### src/rtl/fetch_pc_predict_pkg.sv
// Shared Y86-64 icodes and next-PC selection for the fetch PC predictor.
// Pure combinational helpers; no state, no flow control.
package fetch_pc_predict_pkg;

    localparam logic [3:0] INOP  = 4'h1;
    localparam logic [3:0] IJXX  = 4'h7;
    localparam logic [3:0] ICALL = 4'h8;
    localparam logic [3:0] IRET  = 4'h9;

    typedef enum logic [1:0] {
        NPC_VALP,
        NPC_VALC,
        NPC_RAS
    } npc_sel_e;

    function automatic npc_sel_e npc_sel(input logic [3:0] icode, input logic ret_pred);
        if (icode == IJXX || icode == ICALL) return NPC_VALC;
        if (icode == IRET && ret_pred)        return NPC_RAS;
        return NPC_VALP;
    endfunction

endpackage

### src/rtl/fetch_pc_predict_ras.sv
// Circular return-address stack: push/pop/clear, top-of-stack and entry count.
// Top is combinational from state; updates land on the next rising edge.
// No backpressure: a push on a full stack overwrites the oldest entry.
module ras_stack #(
    parameter int ADDR_W    = 64,
    parameter int RAS_DEPTH = 8
) (
    input  logic                         clk_i,
    input  logic                         rst_n_i,
    input  logic                         clear_i,
    input  logic                         push_i,
    input  logic                         pop_i,
    input  logic [ADDR_W-1:0]            push_dat_i,
    output logic [ADDR_W-1:0]            top_dat_o,
    output logic [$clog2(RAS_DEPTH):0]   cnt_o
);

    localparam int PTR_W = $clog2(RAS_DEPTH);
    localparam int CNT_W = PTR_W + 1;
    localparam logic [CNT_W-1:0] FULL_CNT = CNT_W'(RAS_DEPTH);

    logic [ADDR_W-1:0] mem_q [RAS_DEPTH];
    logic [ADDR_W-1:0] mem_d [RAS_DEPTH];
    logic [PTR_W-1:0]  wr_ptr_q, wr_ptr_d;
    logic [CNT_W-1:0]  cnt_q, cnt_d;
    logic [PTR_W-1:0]  top_idx;

    // Clear only drops the count; the write pointer keeps rotating so a
    // push in the same cycle lands on a fresh slot.
    always_comb begin
        mem_d    = mem_q;
        wr_ptr_d = wr_ptr_q;
        cnt_d    = clear_i ? '0 : cnt_q;
        if (push_i) begin
            mem_d[wr_ptr_q] = push_dat_i;
            wr_ptr_d        = wr_ptr_q + 1'b1;
            if (cnt_d != FULL_CNT) cnt_d = cnt_d + 1'b1;
        end else if (pop_i && cnt_d != '0) begin
            wr_ptr_d = wr_ptr_q - 1'b1;
            cnt_d    = cnt_d - 1'b1;
        end
    end

    always_ff @(posedge clk_i or negedge rst_n_i) begin
        if (!rst_n_i) begin
            wr_ptr_q <= '0;
            cnt_q    <= '0;
            for (int i = 0; i < RAS_DEPTH; i++) mem_q[i] <= '0;
        end else begin
            wr_ptr_q <= wr_ptr_d;
            cnt_q    <= cnt_d;
            mem_q    <= mem_d;
        end
    end

    assign top_idx   = wr_ptr_q - 1'b1;
    assign top_dat_o = mem_q[top_idx];
    assign cnt_o     = cnt_q;

endmodule

### src/rtl/fetch_pc_predict.sv
// Fetch PC generator: registered predPC, RAS ret prediction, W-stage ret check.
// f_pc/redirect/ret_pred are same-cycle combinational; state updates on the edge.
// F_stall_i freezes predPC, push/pop and enqueue; W pop and redirect flush still apply.
module fetch_pc_predict
    import fetch_pc_predict_pkg::*;
#(
    parameter int                ADDR_W     = 64,
    parameter int                RAS_DEPTH  = 8,
    parameter int                PEND_DEPTH = 4,
    parameter logic [ADDR_W-1:0] RESET_PC   = '0
) (
    input  logic                        clk_i,
    input  logic                        rst_n_i,
    input  logic                        F_stall_i,
    input  logic [3:0]                  f_icode_i,
    input  logic [ADDR_W-1:0]           f_valC_i,
    input  logic [ADDR_W-1:0]           f_valP_i,
    input  logic [3:0]                  M_icode_i,
    input  logic                        M_Cnd_i,
    input  logic [ADDR_W-1:0]           M_valA_i,
    input  logic [3:0]                  W_icode_i,
    input  logic [ADDR_W-1:0]           W_valM_i,
    output logic [ADDR_W-1:0]           f_pc_o,
    output logic [ADDR_W-1:0]           F_predPC_o,
    output logic                        f_ret_pred_o,
    output logic                        redirect_o,
    output logic [$clog2(RAS_DEPTH):0]  ras_cnt_o
);

    localparam int PQ_W = $clog2(PEND_DEPTH);

    logic [ADDR_W-1:0]         predpc_q, predpc_d;
    logic [PQ_W:0]             rd_q, rd_d, wr_q, wr_d;
    logic [PEND_DEPTH-1:0]     pend_pred_q, pend_pred_d;
    logic [ADDR_W-1:0]         pend_tgt_q [PEND_DEPTH];
    logic [ADDR_W-1:0]         pend_tgt_d [PEND_DEPTH];

    logic                      fire;
    logic                      f_is_call, f_is_ret;
    logic                      q_empty, q_full;
    logic [PQ_W-1:0]           head_idx, tail_idx;
    logic                      w_ret, w_mispred, m_mispred, redirect;
    logic                      ret_pred, enq_ok;
    logic [ADDR_W-1:0]         ras_top;
    logic [$clog2(RAS_DEPTH):0] ras_cnt;

    assign fire      = !F_stall_i;
    assign f_is_call = (f_icode_i == ICALL);
    assign f_is_ret  = (f_icode_i == IRET);

    assign head_idx  = rd_q[PQ_W-1:0];
    assign tail_idx  = wr_q[PQ_W-1:0];
    assign q_empty   = (rd_q == wr_q);
    assign q_full    = (rd_q[PQ_W] != wr_q[PQ_W]) && (head_idx == tail_idx);

    // A ret reaching W with no matching prediction at the queue head means
    // fetch went down the wrong path; it is older than any jXX in M.
    assign w_ret     = (W_icode_i == IRET);
    assign w_mispred = w_ret && (q_empty || !pend_pred_q[head_idx] ||
                                 pend_tgt_q[head_idx] != W_valM_i);
    assign m_mispred = (M_icode_i == IJXX) && !M_Cnd_i;
    assign redirect  = w_mispred || m_mispred;

    always_comb begin
        f_pc_o = predpc_q;
        if (w_mispred)      f_pc_o = W_valM_i;
        else if (m_mispred) f_pc_o = M_valA_i;
    end

    // On redirect the stacks are flushed before this fetch sees them, so a
    // ret here can never be predicted but always finds queue space.
    assign ret_pred = f_is_ret && !redirect && (ras_cnt != '0) && !q_full;
    assign enq_ok   = redirect || !q_full;

    always_comb begin
        predpc_d = predpc_q;
        if (fire) begin
            case (npc_sel(f_icode_i, ret_pred))
                NPC_VALC: predpc_d = f_valC_i;
                NPC_RAS:  predpc_d = ras_top;
                default:  predpc_d = f_valP_i;
            endcase
        end
    end

    always_comb begin
        rd_d        = rd_q;
        wr_d        = wr_q;
        pend_pred_d = pend_pred_q;
        pend_tgt_d  = pend_tgt_q;
        if (w_ret && !q_empty) rd_d = rd_q + 1'b1;
        if (redirect)          rd_d = wr_q;
        if (fire && f_is_ret && enq_ok) begin
            pend_pred_d[tail_idx] = ret_pred;
            pend_tgt_d[tail_idx]  = ras_top;
            wr_d                  = wr_q + 1'b1;
        end
    end

    always_ff @(posedge clk_i or negedge rst_n_i) begin
        if (!rst_n_i) begin
            predpc_q    <= RESET_PC;
            rd_q        <= '0;
            wr_q        <= '0;
            pend_pred_q <= '0;
            for (int i = 0; i < PEND_DEPTH; i++) pend_tgt_q[i] <= '0;
        end else begin
            predpc_q    <= predpc_d;
            rd_q        <= rd_d;
            wr_q        <= wr_d;
            pend_pred_q <= pend_pred_d;
            pend_tgt_q  <= pend_tgt_d;
        end
    end

    ras_stack #(
        .ADDR_W    (ADDR_W),
        .RAS_DEPTH (RAS_DEPTH)
    ) u_ras (
        .clk_i      (clk_i),
        .rst_n_i    (rst_n_i),
        .clear_i    (redirect),
        .push_i     (fire && f_is_call),
        .pop_i      (fire && ret_pred),
        .push_dat_i (f_valP_i),
        .top_dat_o  (ras_top),
        .cnt_o      (ras_cnt)
    );

    assign F_predPC_o   = predpc_q;
    assign f_ret_pred_o = ret_pred;
    assign redirect_o   = redirect;
    assign ras_cnt_o    = ras_cnt;

endmodule

### config.mk
export PLATFORM = sky130hd
export DESIGN_NAME = fetch_pc_predict
export DESIGN_NICKNAME = d
export VERILOG_FILES = /design/src/rtl/fetch_pc_predict_pkg.sv /design/src/rtl/fetch_pc_predict_ras.sv /design/src/rtl/fetch_pc_predict.sv
export SDC_FILE = /design/constraint.sdc
export NUM_CORES = 2
export LEC_CHECK = 0
export ABC_AREA = 1
export CAP_MARGIN = 0
export CORE_MARGIN = 2
export CORE_UTILIZATION = 30
export CTS_CLUSTER_DIAMETER = 150
export DETAILED_ROUTE_END_ITERATION = 7
export PLACE_DENSITY = 0.54
export SYNTH_ARGS = -nofsm -noshare
export SYNTH_HDL_FRONTEND = slang
export SYNTH_SLANG_ARGS = --single-unit
### constraint.sdc
create_clock -name clk_i -period 5.65 [get_ports clk_i]
set_input_delay 1.13 -clock clk_i [delete_from_list [all_inputs] [get_ports clk_i]]
set_output_delay 1.13 -clock clk_i [all_outputs]
set_load 0.03 [all_outputs]
== Word-level counts from Yosys, hierarchy flattened ==
Cells that the tools add are included.

* Input bits: 272
* Register bits after elaboration: 849
* Logic and storage cells: 118

* Bitwise gates (word level): 4
* $add $sub $neg: 6
* Mux-type cells: 38
* Equality and inequality tests: 12
* Reductions and logical operators: 31
* Order comparisons: 9

{| class="wikitable"
|+ Operator list
! cell !! number
|-
| $bwmux W512 || 1
|-
| $mux W64 || 8
|-
| $bwmux W256 || 1
|-
| $bmux W64 S3 || 1
|-
| $demux W64 S3 || 1
|-
| $bmux W64 S2 || 1
|-
| $demux W64 S2 || 1
|-
| $pmux W64 S2 || 1
|-
| $ne A64 B64 Y1 || 1
|-
| $logic_and A1 B1 Y1 || 16
|-
| $mux W4 || 4
|-
| $eq A4 B4 Y1 const B || 3
|-
| $mux W3 || 4
|-
| $mux W2 || 5
|-
| $add A3 B1 Y3 const B || 3
|-
| $eq A4 B3 Y1 const B || 2
|-
| $ge A4 B4 Y1 const B || 2
|-
| $not A3 Y4 || 2
|-
| $reduce_bool A4 Y1 || 2
|-
| $mux W1 || 7
|-
| $ge A3 B3 Y1 const B || 2
|-
| $logic_not A1 Y1 || 6
|-
| $lt A2 B3 Y1 const B || 2
|-
| $not A2 Y3 || 2
|-
| 17 further kinds || 22
|}

== Logic depth before layout (Yosys ltp) ==
* Depth after elaboration: 21
* Mapped depth: 27
* Depth with buffers taken out: 24

== Modules after synthesis ==
A second synthesis with hierarchy kept.

* Cell total of the unflattened synthesis: 5574
* Area total of the unflattened synthesis: 42447.0 um^2

{| class="wikitable"
|+ By module, submodules not included
! module !! seq. area each (um^2) !! area an instance (um^2) !! times used !! cells each
|-
| ras_stack || 12987.5 || 23389.9 || 1 || 2786
|-
| fetch_pc_predict || 8257.9 || 19057.0 || 1 || 2788
|}

== Worst setup path before layout ==
OpenSTA, ideal clock, no wires.

* Kind: input-to-output
* From: input M_icode_i[2]
* To: output f_pc_o[10]
* Arrival time: 3130 ps
* Path slack: 1390 ps
* Data required time: 4520 ps
* Stages on the path: 9
* Path through: nor3b_1 -> and3_1 -> clkbuf_1 -> inv_1 -> clkbuf_1 -> clkbuf_1 -> clkbuf_1 -> nand2_1 -> a31oi_1

* Cells in the longest elaborated chain, start to end: 4

{| class="wikitable"
|+ Ends and longest elaborated chain
! element !! RTL line !! text
|-
| start: declaration || fetch_pc_predict.sv:18 || <nowiki>input logic [3:0] M_icode_i,</nowiki>
|-
| $eq A4 B3 Y1 || fetch_pc_predict.sv:61 || <nowiki>assign m_mispred = (M_icode_i == IJXX) && !M_Cnd_i;</nowiki>
|-
| $logic_and A1 B1 Y1 || fetch_pc_predict.sv:61 ||
|-
| $mux W64 || fetch_pc_predict.sv:67 || <nowiki>else if (m_mispred) f_pc_o = M_valA_i;</nowiki>
|-
| $mux W64 || fetch_pc_predict.sv:66 || <nowiki>if (w_mispred) f_pc_o = W_valM_i;</nowiki>
|-
| end: declaration || fetch_pc_predict.sv:23 || <nowiki>output logic [ADDR_W-1:0] f_pc_o,</nowiki>
|}

Every way passes these cells.

== Worst setup path in the final report ==
* From: register rd_q[0]
* To: output redirect_o

* Cells in the longest elaborated chain, start to end: 8
* Elaborated cells on any way between the ends: 13

{| class="wikitable"
|+ Ends and longest elaborated chain
! element !! RTL line !! text
|-
| start: declaration || fetch_pc_predict.sv:33 || <nowiki>logic [PQ_W:0] rd_q, rd_d, wr_q, wr_d;</nowiki>
|-
| start signal: assignment || fetch_pc_predict.sv:109 || <nowiki>rd_q <= rd_d;</nowiki>
|-
| $not A2 Y3 (implied by the code) || fetch_pc_predict.sv:60 || <nowiki>pend_tgt_q[head_idx] != W_valM_i);</nowiki>
|-
| $bmux W64 S2 || fetch_pc_predict.sv:60 ||
|-
| $mux W64 (implied by the code) (2 in series) || fetch_pc_predict.sv:60 ||
|-
| $ne A64 B64 Y1 || fetch_pc_predict.sv:60 ||
|-
| $logic_or A1 B1 Y1 * || fetch_pc_predict.sv:59 || <nowiki>assign w_mispred = w_ret && (q_empty || !pend_pred_q[head_idx] ||</nowiki>
|-
| $logic_and A1 B1 Y1 * || fetch_pc_predict.sv:59 ||
|-
| $logic_or A1 B1 Y1 * || fetch_pc_predict.sv:62 || <nowiki>assign redirect = w_mispred || m_mispred;</nowiki>
|-
| end: declaration || fetch_pc_predict.sv:26 || <nowiki>output logic redirect_o,</nowiki>
|}

Mark *: on every way between the ends. The rest lies on a longest branch, timed or not. The select of a mux whose other input is x is not followed.

==> impl_metrics.py <==
metrics = {
    "sta": {
        "fin_crit_sh_pct": 97.2,
        "finalSetupViolations": 0,
        "clock-skew-final_ns": 0.0325,
        "hold_viol_final": 0,
        "fmax_mhz": 182,
        "tightest_slew_ns": 1.23,
        "report.final.slew_viol_count": 0,
        "slew_headroom_pct": 17.5,
        "fin_setup_tns_ns": 0,
        "rsz0062_at_grt": "false",
        "period_needed_ns": 5.49,
    },
    "critical_path": {
        "crit_fanout": 41,
        "slowest_stage": "clkdlybuf4s50_1",
        "start_kind": "register",
        "cp.arrival_ns": 4.36,
        "critical_path_required_ns": 4.52,
        "crit_chain": "inv_8 -> buf_12 -> nand2_1 -> nand3_1 -> nand2_1 -> nand2_1 -> nand2_1 -> a21oi_1 -> nand2_1 -> nor2_1 -> nand2_1 -> nor2_1 -> nand2_1 -> nand2_4 -> nand2_1 -> clkdlybuf4s50_1",
        "crit_type": "reg -> out",
        "crit_path_end_kind": "output port",
        "crit_path_frequent_cell": "nand2_1",
        "reg2reg_depth": 22,
        "max_stage_delay_ns": 0.68,
    },
    "synthesis": {
        "yosysSeqAreaShare_pct": 51.1,
        "synth_warnings": 0,
        "synth_cell_type_count": 37,
        "synth_fp_nets": 5699,
        "ys_ff_latch": 849,
        "syn_area_per_cell_um2": 7.67,
        "synth_area_mm2": 0.0416,
        "syn_inst": 5418,
    },
    "route": {
        "drt_iter0_markers": 3977,
        "postRouteAntennaNets": 0,
        "dr.pass1.iters": 5,
        "routed_via_density": 5.08,
        "vias": 38000,
        "drc_errors": 0,
        "wire_per_inst_um": 21.0,
        "finalWirelength_um": 157000,
    },
    "die": {
        "core_region_area_mm2": 0.137,
        "ios": 406,
        "fp.dieW_um": 376,
        "die-area_mm2": 0.142,
        "initial_core_util_pct": 30.2,
        "die_h_um": 376,
        "num_rows": 136,
    },
    "placement": {
        "port_buffers": 405,
        "place.gp.congestion": 0.850,
        "hpwl_um": 101000,
    },
    "clock_network": {
        "clk_path_buf_depth": 3,
        "cts_setup_buffers": 0,
        "clk_latency_ns": 0.69,
        "htreeDepth": 3,
        "cts_root_buffer": "clkbuf_16",
        "hold_buffers": 0,
        "tritoncts": "built",
        "cts_made_buffers": 92,
        "clkSinkCount": 849,
        "clkSlewWorstSetupHoldPaths_ns": 0.06,
    },
    "grt": {
        "grt_busiest_layer": "met2",
        "overflow": 0,
        "antenna_found_initial": 31,
        "grtUsageMet1_pct": 32.0,
        "grt_first_pass_wirelength_um": 234000,
        "gr-usage-met3_pct": 3.70,
        "grt_use_met2_pct": 32.8,
        "grt_max_degree": 244,
        "grtUsageTotal_pct": 21.7,
        "grt_pass1_vias": 35300,
    },
    "power_and_ir_drop": {
        "powerDensity_mw_per_mm2": 528,
        "ir_worst_vdd_v": 0.000502,
        "leakagePower_nw": 23.5,
    },
    "finish": {
        "syn_to_final_growth_pct": 21.1,
        "drive_gt1_share_pct": 6.19,
        "post-route-util_pct": 36.6,
        "nets": 5880,
    },
    "job": {
        "drv_cap": 0,
    },
    "hold_path": {
        "min_path_type": "reg -> reg",
        "min_path_cells": 2,
    },
    "status": {
        "status": "finished clean",
    },
}
[cell usage after synthesis]
master	instances	area share [%]
o311ai_0	1	0.021
o21ai_1	119	1.4
nand2_2	1	0.015
nor2_4	1	0.027
a31oi_1	114	1.7
nand3b_2	1	0.027
a21oi_4	1	0.039
inv_2	3	0.027
nor3b_1	1	0.018
xnor2_1	5	0.11
a21oi_1	77	0.93
nand3_2	1	0.024
clkbuf_1	281	2.5
xor2_1	16	0.34
inv_1	277	2.5
nand2_1	1800	16
inv_4	1	0.015
o21ai_0	901	11
o211ai_1	146	2.6
nand3b_1	7	0.13
buf_2	76	0.92
ha_1	9	0.27
o22ai_1	64	0.96
clkinv_1	1	0.0090
nor4_1	2	0.030
buf_4	6	0.11
buf_6	19	0.51
or2_2	15	0.23
nand3_1	172	2.1
nand4_1	5	0.075
and3_1	1	0.015
nor2_2	1	0.015
buf_1	19	0.17
nor2_1	422	3.8
dfrtp_1	849	51
o221ai_1	1	0.021
nor3_1	2	0.024
[cell usage in the layout (no fill, tap or decap), drive strengths merged, types with 5 or more instances in the layout]
cell,n
ha,9
or2,15
clkbuf,139
clkdlybuf4s50,338
buf,149
a21oi,78
nand3b,8
bufinv,7
o22ai,64
xor2,16
nand2,1801
xnor2,5
o21ai,1020
inv,281
nor2,424
a31oi,114
clkinv,24
dfrtp,849
nand4,5
diode,11
o211ai,146
nand3,173
[critical path: cells and delay by family (launching register included)]
| kind | cells | cell delay, ns |
|---|---|---|
| and+or+nand+nor | 12 | 1.71 |
| DFF | 1 | 0.54 |
| AOI/OAI and AO/OA | 1 | 0.27 |
| buffers and inverters | 3 | 1.16 |
[state kept, by name (all words and copies together), names as in the netlist]
signal,count
F_predPC_o,64
pend_pred_q,4
pend_tgt_q,256
wr_q,3
u_ras.mem_q,512
rd_q,3
u_ras.wr_ptr_q,3
u_ras.cnt_o,4
[routing by layer]
metal,share of wire [%],up-vias
li1,-,18100
met3,7.3,189
met1,47,18400
met5,0.12,-
met4,1.8,34
met2,44,1234
[metrics by stage]
step	hold WS, ns	cell area [um^2]	total power [mW]	setup slack (ns)	instances
global placement	0.460	47200	20.1	0.190	7298
detailed placement	0.467	47200	20.2	0.198	7298
global route	0.496	50300	28.2	0.00220	7477
CTS	0.482	50300	26.6	0.0155	7468
floorplan	0.447	41600	15.4	1.39	5418
finish	0.477	50300	26.6	0.158	7480
[repair_timing]
action / CTS / global route
gates cloned: 0 / 1
endpoints found under the setup margin: 14 / 11
gates resized for setup: 4 / 3
[where the power goes]
group / total [mW] / switching (mW) / internal, mW / leakage [nW]
logic: 11.8 / 8.54 / 3.29 / 10.8
registers: 8.50 / 0.866 / 7.63 / 11.2
clock network: 6.23 / 2.59 / 3.64 / 1.53
total: 26.6 / 12.0 / 14.6 / 23.5
[cells by family (layout without fill, tap and decap cells)]
family / count (synthesis) / in the layout / share of synthesized area [%]
and+or+nand+nor: 2432 / 2432 / 22.8
AOI/OAI and AO/OA: 1424 / 1424 / 18.6
DFF: 849 / 849 / 51.1
buffers and inverters: 683 / 940 / 6.80
xor gates and xnor gates: 21 / 21 / 0.443
adders and majority gates: 9 / 9 / 0.271
other: 0 / 11 / 0
[path summary, 6_finish.rpt]
kind                                            start                       endpoint  slack (ns)
min reg2reg                pend_tgt_q[51]$_DFFE_PN0P_     pend_tgt_q[51]$_DFFE_PN0P_        0.48
min                        pend_tgt_q[51]$_DFFE_PN0P_     pend_tgt_q[51]$_DFFE_PN0P_        0.48
max in group asynchronous                     rst_n_i    pend_tgt_q[234]$_DFFE_PN0P_        3.67
max                               rd_q[0]$_DFFE_PN0P_                     redirect_o        0.16
max reg2reg                       rd_q[0]$_DFFE_PN0P_  u_ras.wr_ptr_q[0]$_DFFE_PN0P_        1.07
min in group asynchronous                     rst_n_i      pend_tgt_q[3]$_DFFE_PN0P_        0.50
[layout make-up]
| cell class | count | area, um^2 |
|---|---|---|
| fill | 14300 | 87200 |
| sequential | 849 | 21300 |
| multi-input combinational | 3886 | 17600 |
| timing repair buffer | 488 | 4990 |
| clock buffer | 138 | 2720 |
| tap | 1794 | 2240 |
| inverter | 282 | 1070 |
| clock inverter | 32 | 382 |
| antenna | 11 | 27.5 |
Note: power is estimated with default switching activity, not from simulation.
